--- src/rtl/sram_port_arbiter.sv ---
// sram_port_arbiter: shares one SRAM-like port between inst fetch and load/store, routing responses in issue order.
module sram_port_arbiter #(
  parameter int DEPTH = 4,
  parameter int MAX_DATA_STREAK = 4
) (
  input  logic        clk,
  input  logic        reset,
  input  logic        i_inst_req,
  input  logic        i_inst_wr,
  input  logic [1:0]  i_inst_size,
  input  logic [3:0]  i_inst_wstrb,
  input  logic [31:0] i_inst_addr,
  input  logic [31:0] i_inst_wdata,
  output logic        o_inst_addr_ok,
  output logic        o_inst_data_ok,
  output logic [31:0] o_inst_rdata,
  input  logic        i_data_req,
  input  logic        i_data_wr,
  input  logic [1:0]  i_data_size,
  input  logic [3:0]  i_data_wstrb,
  input  logic [31:0] i_data_addr,
  input  logic [31:0] i_data_wdata,
  output logic        o_data_addr_ok,
  output logic        o_data_data_ok,
  output logic [31:0] o_data_rdata,
  output logic        o_m_req,
  output logic        o_m_wr,
  output logic [1:0]  o_m_size,
  output logic [3:0]  o_m_wstrb,
  output logic [31:0] o_m_addr,
  output logic [31:0] o_m_wdata,
  input  logic        i_m_addr_ok,
  input  logic        i_m_data_ok,
  input  logic [31:0] i_m_rdata,
  output logic        o_resp_err
);
  localparam int AW = $clog2(DEPTH);
  localparam int CW = AW + 1;
  localparam int SW = $clog2(MAX_DATA_STREAK + 1);
  localparam logic [SW-1:0] SMAX = SW'(MAX_DATA_STREAK);
  logic [DEPTH-1:0] r_fifo;
  logic [AW-1:0]    r_rd_ptr, r_wr_ptr;
  logic [CW-1:0]    r_count;
  logic [SW-1:0]    r_streak;
  logic             r_lock, r_lock_id, r_resp_err;
  logic w_lock_hit, w_starve, w_gnt, w_gnt_data, w_full, w_accept, w_pop, w_head;
  always_comb begin
    w_lock_hit = r_lock && (r_lock_id ? i_data_req : i_inst_req);
    w_starve   = i_inst_req && i_data_req && r_streak == SMAX;
    w_gnt      = i_inst_req || i_data_req;
    w_gnt_data = w_lock_hit ? r_lock_id : w_starve ? 1'b0 : i_data_req;
    w_full     = r_count == CW'(DEPTH);
    w_accept   = o_m_req && i_m_addr_ok;
    w_head     = r_fifo[r_rd_ptr];
    w_pop      = i_m_data_ok && r_count != '0;
  end
  // Request fields read as zero when nobody is granted; full only blocks the handshake.
  assign o_m_req   = w_gnt && !w_full;
  assign o_m_wr    = w_gnt && (w_gnt_data ? i_data_wr : i_inst_wr);
  assign o_m_size  = !w_gnt ? 2'b0  : w_gnt_data ? i_data_size  : i_inst_size;
  assign o_m_wstrb = !w_gnt ? 4'b0  : w_gnt_data ? i_data_wstrb : i_inst_wstrb;
  assign o_m_addr  = !w_gnt ? 32'b0 : w_gnt_data ? i_data_addr  : i_inst_addr;
  assign o_m_wdata = !w_gnt ? 32'b0 : w_gnt_data ? i_data_wdata : i_inst_wdata;
  assign o_inst_addr_ok = w_accept && !w_gnt_data;
  assign o_data_addr_ok = w_accept && w_gnt_data;
  assign o_inst_data_ok = w_pop && !w_head;
  assign o_data_data_ok = w_pop && w_head;
  assign o_inst_rdata   = i_m_rdata;
  assign o_data_rdata   = i_m_rdata;
  assign o_resp_err     = r_resp_err;
  always_ff @(posedge clk) begin
    if (reset) begin
      r_rd_ptr   <= '0;
      r_wr_ptr   <= '0;
      r_count    <= '0;
      r_streak   <= '0;
      r_lock     <= 1'b0;
      r_lock_id  <= 1'b0;
      r_resp_err <= 1'b0;
    end else begin
      if (w_accept) begin
        r_fifo[r_wr_ptr] <= w_gnt_data;
        r_wr_ptr <= r_wr_ptr + 1'b1;
      end
      if (w_pop) r_rd_ptr <= r_rd_ptr + 1'b1;
      r_count <= r_count + CW'(w_accept) - CW'(w_pop);
      if (i_m_data_ok && r_count == '0) r_resp_err <= 1'b1;
      if (w_accept) r_lock <= 1'b0;
      else if (o_m_req) begin
        r_lock    <= 1'b1;
        r_lock_id <= w_gnt_data;
      end else if (!w_lock_hit) r_lock <= 1'b0;
      if (!i_inst_req || o_inst_addr_ok) r_streak <= '0;
      else if (o_data_addr_ok && r_streak != SMAX) r_streak <= r_streak + 1'b1;
    end
  end
endmodule

--- config.mk ---
export PLATFORM = sky130hd
export DESIGN_NAME = sram_port_arbiter
export DESIGN_NICKNAME = d
export VERILOG_FILES = /design/src/rtl/sram_port_arbiter.sv
export SDC_FILE = /design/constraint.sdc
export NUM_CORES = 1
export LEC_CHECK = 0
export BUFFER_PORTS_ARGS = -buffer_cell sky130_fd_sc_hd__buf_2
export CAP_MARGIN = 20
export CORE_AREA = 2 2 123 125
export DETAILED_ROUTE_END_ITERATION = 12
export DIE_AREA = 0 0 125 127
export PLACE_DENSITY = 0.6
export SYNTH_ARGS = -nofsm -noshare
export SYNTH_HDL_FRONTEND = slang
export SYNTH_SLANG_ARGS = --single-unit
--- constraint.sdc ---
create_clock -name clk -period 3 [get_ports clk]
set_input_delay 0.3 -clock clk [delete_from_list [all_inputs] [get_ports clk]]
set_output_delay 0.3 -clock clk [all_outputs]
set_load 0.01 [all_outputs]
==> impl_metrics.yaml <==
outcome:
  outcome: "finished, final reports clean"
placement:
  placed_cells: 721
  dpl.hpwl_um: 7650
  gp_congestion: 0.797
  io_buffer_count: 224
  post-place-ws_ps: 574
sta:
  final.setup_skew_ps: 1.99
  fin_ws_ps: 396
  finalSetupTns_ps: 0
  final-hold-violation-count: 0
  finalSetupViolCount: 0
  period_share_pct: 86.8
  rsz0062_at_grt: "false"
  slew_headroom_pct: 49.5
  worst_pin_slew_ps: 757
  slew_violations: 0
  post-route-min-period_ps: 2600
  fmax_mhz: 384
final_layout:
  nets: 730
  drive_gt1_share_pct: 45.5
  syn2layout_area_growth_pct: 33.3
  diodes: 0
  stdcell_count: 725
critical_path:
  required_ps: 2700
  crit_type: "reg -> out"
  path_delay_family: "buffers and inverters"
  crit_fanout: 72
  crit_start: "r_streak[0]"
  path_buf_inv: 3
  slowest_delay_ps: 600
  rr_startpoint: "r_count[1]"
  worstPathArrival_ps: 2300
  worst_setup_path_start_kind: "register"
  ff2ff_path_depth: 9
  slowest_stage: "buf_4"
  rr_endpoint: "r_count[2]"
  r2r_slack_ps: 810
  cp-end-kind: "output port"
  crit_path_cell_trace: "inv_1 -> ha_1 -> nand4b_1 -> nand3_4 -> buf_4 -> nand2_1 -> a21oi_1 -> buf_2"
die:
  rows: 44
  fp.dieW_um: 125
  start_util_pct: 17.4
  dieArea_mm2: 0.0159
  die_y_um: 127
  core_mm2: 0.0144
  io_pins: 321
global_route:
  met2_usage_pct: 19.8
  grt.total_usage_pct: 11.1
  grt_max_degree: 73
  grt_use_met1_pct: 13.0
  grt-ovfl-total: 0
  grt_pass1_vias: 2931
  grt_pass1_wl_um: 14500
  top_usage_layer: "met2"
  grt_antenna_before_repair: 0
  met3_usage_pct: 2.68
route:
  post_drt_wl_per_cell_um: 13.1
  drt_wl_total_um: 9500
  drt_iter0_markers: 95
  drc_errors: 0
  via_per_inst: 4.14
  ant_nets: 0
  num_vias: 3005
  dr.pass1.iters: 4
pwr:
  ir_drop_v: 0.000203
  power.density_mw_per_mm2: 373
  p_leak_nw: 1.81
synth:
  synth.avg_cell_area_um2: 6.33
  ys_seq_area_share_pct: 15.1
  synth-seq-cells: 17
  yosys.area.top_type: "nand2_1"
  synth_ff_type: "dfxtp_1"
  yosysTopAreaCellShare_pct: 22.1
  synth_common_cells: "148 x nand2_1, 73 x a21oi_1, 64 x buf_4, 13 x dfxtp_1, 13 x nor2_1"
  synth.most_common_cell: "nand2_1"
  netlist_area_mm2: 0.00251
  synth-async-reset-ratio_pct: 0
  ys_warn_count: 0
  synthTopCellsByArea: "nand2_1 22%, buf_4 19%, a21oi_1 15%"
  syn-num-nets: 585
  synth_cells: 397
  synth_edf_count: 4
  ys_types: 40
clock_tree:
  numCtsBuffers: 3
  cts_resized: 0
  cts.path.max_buffers: 2
  clock-sinks: 17
  ctsRootBufferMaster: "clkbuf_16"
  htree_levels: 1
  cts.hold.buffers_added: 0
  clk_pin_slew_ps: 50
  tritoncts: "yes"
  post_cts_buffers: 0
  clock_latency_ps: 240
hold_path:
  hp-class: "in -> reg"
  hold_path_end: "o_resp_err"
  holdCritStartpoint: "i_m_data_ok"
  hold_path_depth: 3
run:
  drv_cap: 0
metrics by stage:
stage          hold WS (ps)  area [um^2]  power [W]  utilization, %
2_1_floorplan           441         2510   0.000816               -
3_3_place_gp            454         3270   0.000990            22.6
3_5_place_dp            462         3270   0.000995            22.6
4_1_cts                 311         3350    0.00127            23.2
5_1_grt                 363         3350    0.00136            23.2
6_report                320         3350    0.00125            23.2
metal layers:
layer  part of all wire [%]  routed length (um)  up-vias
li1                       -                   -     1507
met1                     38                3650     1297
met2                     50                4700      166
met3                    8.9                 848       35
met4                    3.2                 301        0
met5                      0                   0        -
worst max-delay path by stage:
| stage | endpoint | slack [ps] | depth (start not counted) |
|---|---|---|---|
| finish | o_m_wdata[6] | 400 | 8 |
| global route | o_m_wdata[6] | 110 | 8 |
| CTS | o_m_wdata[6] | 300 | 8 |
| detailed placement | o_m_wdata[6] | 570 | 8 |
| global placement | o_m_wdata[6] | 560 | 8 |
| floorplan | r_count[2] | 950 | 9 |
layout make-up:
type | instances | area (um^2)
tap | 184 | 230
fill | 1669 | 11100
inverter | 7 | 28.8
sequential | 17 | 380
timing repair buffer | 227 | 1160
multi-input combinational | 286 | 1470
clock buffer | 3 | 75.1
clock inverter | 1 | 5.00
flip-flops by register name, summed over array words and instances, names as in the netlist:
name / count
r_rd_ptr: 2
o_resp_err: 1
r_streak: 3
r_count: 3
r_lock: 1
r_fifo: 4
r_lock_id: 1
r_wr_ptr: 2
cells by family after synthesis:
kind of cell    after synthesis  share of synthesized area (%)
flops                        17                           15.1
buf+inv                      94                           26.5
compound gates               80                           16.1
simple gates                188                           33.7
fa+ha+maj                     8                           4.28
xor+xnor                      6                           2.09
mux                           4                           2.14
placed cells by master (no fill, tap or decap), drive strengths merged, types with 4 or more instances in the layout:
cell,count
ha,7
xor2,4
a21oi,73
and2,4
dfxtp,13
nor2,15
nand2,148
buf,227
inv,7
edfxtp,4
worst min-delay path: cells and delay by family:
kind / cells / cell delay, ps
simple gates: 1 / 70
buf+inv: 1 / 100
compound gates: 1 / 60
power breakdown:
| group | switching (W) | internal [W] | total (W) |
|---|---|---|---|
| combinational | 0.000367 | 0.000308 | 0.000675 |
| sequential | 0.0000360 | 0.000274 | 0.000310 |
| clock | 0.0000859 | 0.000178 | 0.000264 |
(Power assumes the default switching activity.)
